==> src/rtl/iddmm_prod_acc_if.sv <==
// Product-beat stream in, result-word stream out, for the IDDMM column accumulator.
// The master side feeds products and consumes words; the slave side is the accumulator.
interface iddmm_prod_acc_if #(
    parameter int WORD_W = 128
);
    logic                  in_valid;
    logic                  in_ready;
    logic [2*WORD_W-1:0]   in_prod;
    logic                  in_shift;
    logic                  in_last;
    logic                  out_valid;
    logic                  out_ready;
    logic [WORD_W-1:0]     out_word;
    logic                  out_last;
    logic                  out_ovf;

    modport master (
        output in_valid, in_prod, in_shift, in_last, out_ready,
        input  in_ready, out_valid, out_word, out_last, out_ovf
    );

    modport slave (
        input  in_valid, in_prod, in_shift, in_last, out_ready,
        output in_ready, out_valid, out_word, out_last, out_ovf
    );
endinterface

==> src/rtl/iddmm_prod_acc.sv <==
// Column accumulator behind the IDDMM word multipliers: sums partial products,
// emits the low word on each column close and drains the remaining carry words.
module iddmm_prod_acc #(
    parameter int WORD_W  = 128,
    parameter int GUARD_W = 8
) (
    input logic            clk,
    input logic            rst,
    iddmm_prod_acc_if.slave bus
);
    localparam int ACC_W = 2*WORD_W + GUARD_W;

    typedef enum logic [1:0] {
        ACC,
        DRAIN_LO,
        DRAIN_HI
    } state_t;

    state_t              state;
    logic [ACC_W-1:0]    acc;
    logic                ovf;
    logic                out_valid;
    logic                out_last;
    logic                out_ovf;
    logic [WORD_W-1:0]   out_word;

    logic                free;
    logic                take;
    logic [ACC_W:0]      sum;
    logic [ACC_W-1:0]    sum_t;

    // Output register can take a new word if empty or emptying this edge.
    assign free         = !out_valid || bus.out_ready;
    assign bus.in_ready = (state == ACC) && free;
    assign take         = bus.in_valid && bus.in_ready;

    assign sum   = {1'b0, acc} + {{(GUARD_W+1){1'b0}}, bus.in_prod};
    assign sum_t = sum[ACC_W-1:0];

    assign bus.out_valid = out_valid;
    assign bus.out_word  = out_word;
    assign bus.out_last  = out_last;
    assign bus.out_ovf   = out_ovf;

    always_ff @(posedge clk or posedge rst) begin
        if (rst) begin
            state     <= ACC;
            acc       <= '0;
            ovf       <= 1'b0;
            out_valid <= 1'b0;
            out_word  <= '0;
            out_last  <= 1'b0;
            out_ovf   <= 1'b0;
        end else begin
            if (out_valid && bus.out_ready) begin
                out_valid <= 1'b0;
                out_last  <= 1'b0;
                out_ovf   <= 1'b0;
            end
            unique case (state)
                ACC: begin
                    if (take) begin
                        ovf <= ovf | sum[ACC_W];
                        if (bus.in_shift || bus.in_last) begin
                            out_word  <= sum_t[WORD_W-1:0];
                            out_valid <= 1'b1;
                            acc       <= sum_t >> WORD_W;
                        end else begin
                            acc <= sum_t;
                        end
                        if (bus.in_last)
                            state <= DRAIN_LO;
                    end
                end
                DRAIN_LO: begin
                    if (free) begin
                        out_word  <= acc[WORD_W-1:0];
                        out_valid <= 1'b1;
                        state     <= DRAIN_HI;
                    end
                end
                DRAIN_HI: begin
                    // Only guard bits can be nonzero above the low word here.
                    if (free) begin
                        out_word  <= WORD_W'(acc[ACC_W-1:WORD_W]);
                        out_valid <= 1'b1;
                        out_last  <= 1'b1;
                        out_ovf   <= ovf;
                        acc       <= '0;
                        ovf       <= 1'b0;
                        state     <= ACC;
                    end
                end
                default: state <= ACC;
            endcase
        end
    end
endmodule

==> src/flat_wrapper.sv <==
// flat-port wrapper written by rule: the top's interface ports become plain ports
module iddmm_prod_acc_flat 
#(
    parameter int WORD_W  = 128,
    parameter int GUARD_W = 8
)
  (clk, rst, bus_in_valid, bus_in_prod, bus_in_shift, bus_in_last, bus_out_ready, bus_in_ready, bus_out_valid, bus_out_word, bus_out_last, bus_out_ovf);
  iddmm_prod_acc_if #(.WORD_W(WORD_W)) bus_i ();
  input logic clk;
  input logic rst;
  input wire logic [$bits(bus_i.in_valid)-1:0] bus_in_valid;
  input wire logic [$bits(bus_i.in_prod)-1:0] bus_in_prod;
  input wire logic [$bits(bus_i.in_shift)-1:0] bus_in_shift;
  input wire logic [$bits(bus_i.in_last)-1:0] bus_in_last;
  input wire logic [$bits(bus_i.out_ready)-1:0] bus_out_ready;
  output wire logic [$bits(bus_i.in_ready)-1:0] bus_in_ready;
  output wire logic [$bits(bus_i.out_valid)-1:0] bus_out_valid;
  output wire logic [$bits(bus_i.out_word)-1:0] bus_out_word;
  output wire logic [$bits(bus_i.out_last)-1:0] bus_out_last;
  output wire logic [$bits(bus_i.out_ovf)-1:0] bus_out_ovf;
  assign bus_i.in_valid = bus_in_valid;
  assign bus_i.in_prod = bus_in_prod;
  assign bus_i.in_shift = bus_in_shift;
  assign bus_i.in_last = bus_in_last;
  assign bus_i.out_ready = bus_out_ready;
  assign bus_in_ready = bus_i.in_ready;
  assign bus_out_valid = bus_i.out_valid;
  assign bus_out_word = bus_i.out_word;
  assign bus_out_last = bus_i.out_last;
  assign bus_out_ovf = bus_i.out_ovf;
  iddmm_prod_acc #(.WORD_W(WORD_W), .GUARD_W(GUARD_W)) u_core (.clk(clk), .rst(rst), .bus(bus_i));
endmodule
==> config.mk <==
export PLATFORM = sky130hd
export DESIGN_NAME = iddmm_prod_acc_flat
export DESIGN_NICKNAME = d
export VERILOG_FILES = /design/src/rtl/iddmm_prod_acc_if.sv /design/src/rtl/iddmm_prod_acc.sv /design/src/flat_wrapper.sv
export SDC_FILE = /design/constraint.sdc
export NUM_CORES = 2
export LEC_CHECK = 0
export BUFFER_PORTS_ARGS = -buffer_cell sky130_fd_sc_hd__buf_2
export CORE_ASPECT_RATIO = 0.6
export CORE_UTILIZATION = 35
export CTS_CLUSTER_SIZE = 14
export DETAILED_ROUTE_END_ITERATION = 8
export PLACE_DENSITY = 0.5
export SYNTH_ARGS = -nofsm -noshare
export SYNTH_HDL_FRONTEND = slang
export SYNTH_SLANG_ARGS = --single-unit
==> constraint.sdc <==
create_clock -name clk -period 14.8 [get_ports clk]
set_clock_uncertainty 0.1 [all_clocks]
set_input_delay 0.74 -clock clk [delete_from_list [all_inputs] [get_ports clk]]
set_output_delay 0.74 -clock clk [all_outputs]
set_load 0.1 [all_outputs]
==> out/results.txt <==
I/O Pins -> 394
Setup Slack @ Placement -> 8.01 ns
Capture point of the critical path -> u_core.acc[134]
Filler cells -> 10808
Final hold viol count -> 0
Number of gates given a new drive strength after cts -> 0
Layout-stage area growth over the synthesis result -> 12.7%
Depth of the worst register-to-register path -> 18
Data arrival, critical path -> 7.09 ns
Bufs on Longest Clock Path -> 3
Chip Width -> 417 um
Total power per unit cell area -> 295 nW/um2
Final critical-path required period -> 6.69 ns
Vias in the first global route -> 36362
Smallest setup slack after layout -> 8.11 ns
Crit Path Max Fanout -> 5
Initial Util -> 35.6%
Unrepaired setup endpoints after global routing -> no
Max Fclk -> 150 MHz
GRT Total Usage -> 34.5%
Clock tree from TritonCTS -> done
Share of post-route cells with drive strength above 1 -> 11.2%
Worst hold path type -> in -> async
Number of levels the H-tree was split into -> 2
Capture point of the worst reg-to-reg path -> u_core.acc[134]
Antenna viol nets, final -> 0
Top-area cell type share of the netlist area -> 27.6%
Total count of max-transition violations in the final report -> 0
Post-synthesis average cell area -> 7.44 um2
Syn Std Cell Area -> 36100 um2
Tightest slew margin relative to the limit -> 8.40%
Clock tree root buffer cell -> sky130_fd_sc_hd__clkbuf_16
Critical Path Source -> u_core.acc[0]
Post-CTS setup-driven buffer insertion count -> 0
Max_cap viols -> 0
Die ar. -> 104000 um2
Setup Crit Path Kind -> reg -> reg
Final setup fails -> 0
Initial drt markers -> 4762
Cell with the largest stage delay on the worst path -> sky130_fd_sc_hd__a2111oi_0
Cell taking the most area after synthesis -> sky130_fd_sc_hd__dfrtp_1
Y dimension of the die -> 251 um
Number of remaining DRC errors -> 0
Critical path data required time -> 15.20 ns
Slew at the pin closest to its max-slew limit -> 1.36 ns
Count of mapped cells out of synthesis -> 4854
Startpoint of the most critical register-to-register path -> u_core.acc[0]
Vias per cell -> 6.20
Post-Synthesis Net Count -> 5377
Detailed-route via count -> 39809
Total wire length -> 186 mm
Post-route clock period utilization -> 45.2%
Clock-pin slew of the registers on the worst-case setup and hold paths -> 0.06 ns
Maximum number of pins on one net before global-route repair -> 115
Proportion of synthesized chip area in sequential cells -> 27.6%
Number of enable-type register cells in the synthesized netlist -> 0
Core Box Area -> 101000 um2
Number of buffers added on ports -> 393
Final HPWL from detailed placement -> 151 mm
Number of detailed-route iterations in the first pass -> 6
Top-count cell post-synth -> sky130_fd_sc_hd__nand2_1
Number of antenna violations at the first check in global routing -> 8
Maximum single-stage delay on the critical path -> 0.90 ns
Hold Buf Count CTS -> 0
Sum Neg Setup Slack -> 0 ns
Top post-synthesis cells by area -> sky130_fd_sc_hd__dfrtp_1, sky130_fd_sc_hd__o21ai_0, sky130_fd_sc_hd__ha_1
Final layout net count -> 5566
Number of core rows -> 90
Wire length of the first global-routing pass -> 264 mm
Worst path cell trace -> ha_1 -> inv_1 -> fa_1 -> nand2b_1 -> a21oi_1 -> o21ai_1 -> a2111oi_0 -> or3_1 -> nand4_1 -> a211o_1 -> o211ai_2 -> nand4_1 -> nand2_1 -> a31oi_1 -> o41ai_2 -> a31o_2 -> a311o_1 -> nand2_1
Status -> finished clean
Detailed-route wire length per cell -> 29.0 um
Clk Latency, worst-skew pair -> 0.64 ns
Async S/R FF share, synth -> 100%
Post-synthesis sequential element count -> 398
Worst vdd ir -> 0.190 mV
Remaining global-route overflow -> 0
Worst reg-to-reg setup slack -> 8.11 ns
Leakage -> 17.5 nW
Predominant post-synthesis flop cell -> sky130_fd_sc_hd__dfrtp_1
Kind of capture point of the worst setup path -> register
Number of warning messages in the yosys log -> 0
Element type at the critical path start -> register
Count of cell types in the netlist -> 85
Sink Count -> 398
Commonest cells in the synthesized netlist -> sky130_fd_sc_hd__nand2_1, sky130_fd_sc_hd__o21ai_0, sky130_fd_sc_hd__a21oi_1, sky130_fd_sc_hd__dfrtp_1, sky130_fd_sc_hd__nor2_1
CTS Buf Count -> 45
Routability congestion estimate -> 1.03
==> layout by cell type (no fill, tap or decap), types with 72 or more instances in the layout <==
cell and count:
sky130_fd_sc_hd__nand2_1 791, sky130_fd_sc_hd__o21ai_0 657, sky130_fd_sc_hd__a21oi_1 567, sky130_fd_sc_hd__dfrtp_1 398, sky130_fd_sc_hd__buf_2 393, sky130_fd_sc_hd__nor2_1 371, sky130_fd_sc_hd__ha_1 257, sky130_fd_sc_hd__xnor2_1 152
sky130_fd_sc_hd__nand4_1 150, sky130_fd_sc_hd__a22o_1 116, sky130_fd_sc_hd__xor2_1 106, sky130_fd_sc_hd__a22oi_1 101, sky130_fd_sc_hd__inv_1 95, sky130_fd_sc_hd__o21bai_1 77, sky130_fd_sc_hd__nor3_1 74, sky130_fd_sc_hd__a21o_1 72
==> metal layers <==
layer / track usage, % / up-vias / part of all wire, % / wire length [um]
met5: 0.779 / - / 0.068 / 126
met4: 6.80 / 4 / 2.0 / 3740
met3: 10.9 / 180 / 12 / 22000
met2: 43.9 / 2086 / 37 / 68500
met1: 54.6 / 19380 / 49 / 91700
li1: - / 18159 / - / -
==> cell type report <==
class / count / area (um2) / share of cell area [%]
multi-input cells: 4067 / 24800 / 60.9
flip-flops and latches: 398 / 9960 / 24.5
repair buffers: 435 / 2280 / 5.61
well taps: 1334 / 1670 / 4.10
clock buffers: 65 / 1340 / 3.30
inverters: 96 / 368 / 0.904
clock inverters: 14 / 287 / 0.704
diodes: 7 / 17.5 / 0.0430
==> kinds of logic (layout without fill, tap and decap cells) <==
logic type / after synthesis / in the layout / share of synthesized area, %
XOR/XNOR: 258 / 258 / 6.26
AND/OR/NAND/NOR: 1587 / 1587 / 19.2
AO/OA/AOI/OAI: 1910 / 1910 / 32.4
buffers and inverters: 389 / 610 / 4.12
flip-flops: 398 / 398 / 27.6
other: 0 / 7 / 0
adder cells (fa/ha/maj): 261 / 261 / 9.06
multiplexers: 51 / 51 / 1.44
==> power breakdown <==
group,internal (mW),leakage (nW),switching (mW)
Clock,0.767,0.793,0.520
Combinational,2.24,11.6,6.34
Sequential,1.60,5.16,0.528
Total,4.60,17.5,7.39
==> registers in the layout (all words and copies together), names as in the netlist <==
register              count
u_core.acc              264
u_core.bus.out_last       1
u_core.bus.out_ovf        1
u_core.bus.out_valid      1
u_core.bus.out_word     128
u_core.ovf                1
u_core.state              2
==> how the worst min path moves through the flow <==
stage                              endpoint                     from  slack (ns)  cells after the start
floorplan                   u_core.acc[158]          u_core.acc[158]        0.38                      2
CTS                 u_core.bus.out_word[58]                      rst        0.18                      2
detailed placement  u_core.bus.out_word[17]  u_core.bus.out_word[17]        0.36                      2
global placement    u_core.bus.out_word[36]  u_core.bus.out_word[36]        0.36                      2
global route        u_core.bus.out_word[58]                      rst        0.22                      2
finish              u_core.bus.out_word[58]                      rst        0.14                      2
==> critical path: cells and delay by family (launching register included) <==
family	cells	cell delay, ns
compound gates	9	3.99
fa+ha+maj	2	0.58
buf+inv	1	0.06
flops	1	0.38
simple gates	6	1.43
==> stage by stage <==
step | util [%] | power [mW] | hold WS (ns) | std cells | area [um2]
final | 40.2 | 12.0 | 0.137 | 6416 | 40700
after global routing | 40.1 | 12.7 | 0.216 | 6409 | 40700
after CTS | 40.1 | 11.7 | 0.183 | 6409 | 40700
after detailed placement | 38.5 | 10.4 | 0.363 | 6330 | 39000
after global placement | 38.5 | 10.4 | 0.356 | 6330 | 39000
after floorplan | - | 7.62 | 0.376 | 4854 | 36100
(Power assumes the default switching activity.)
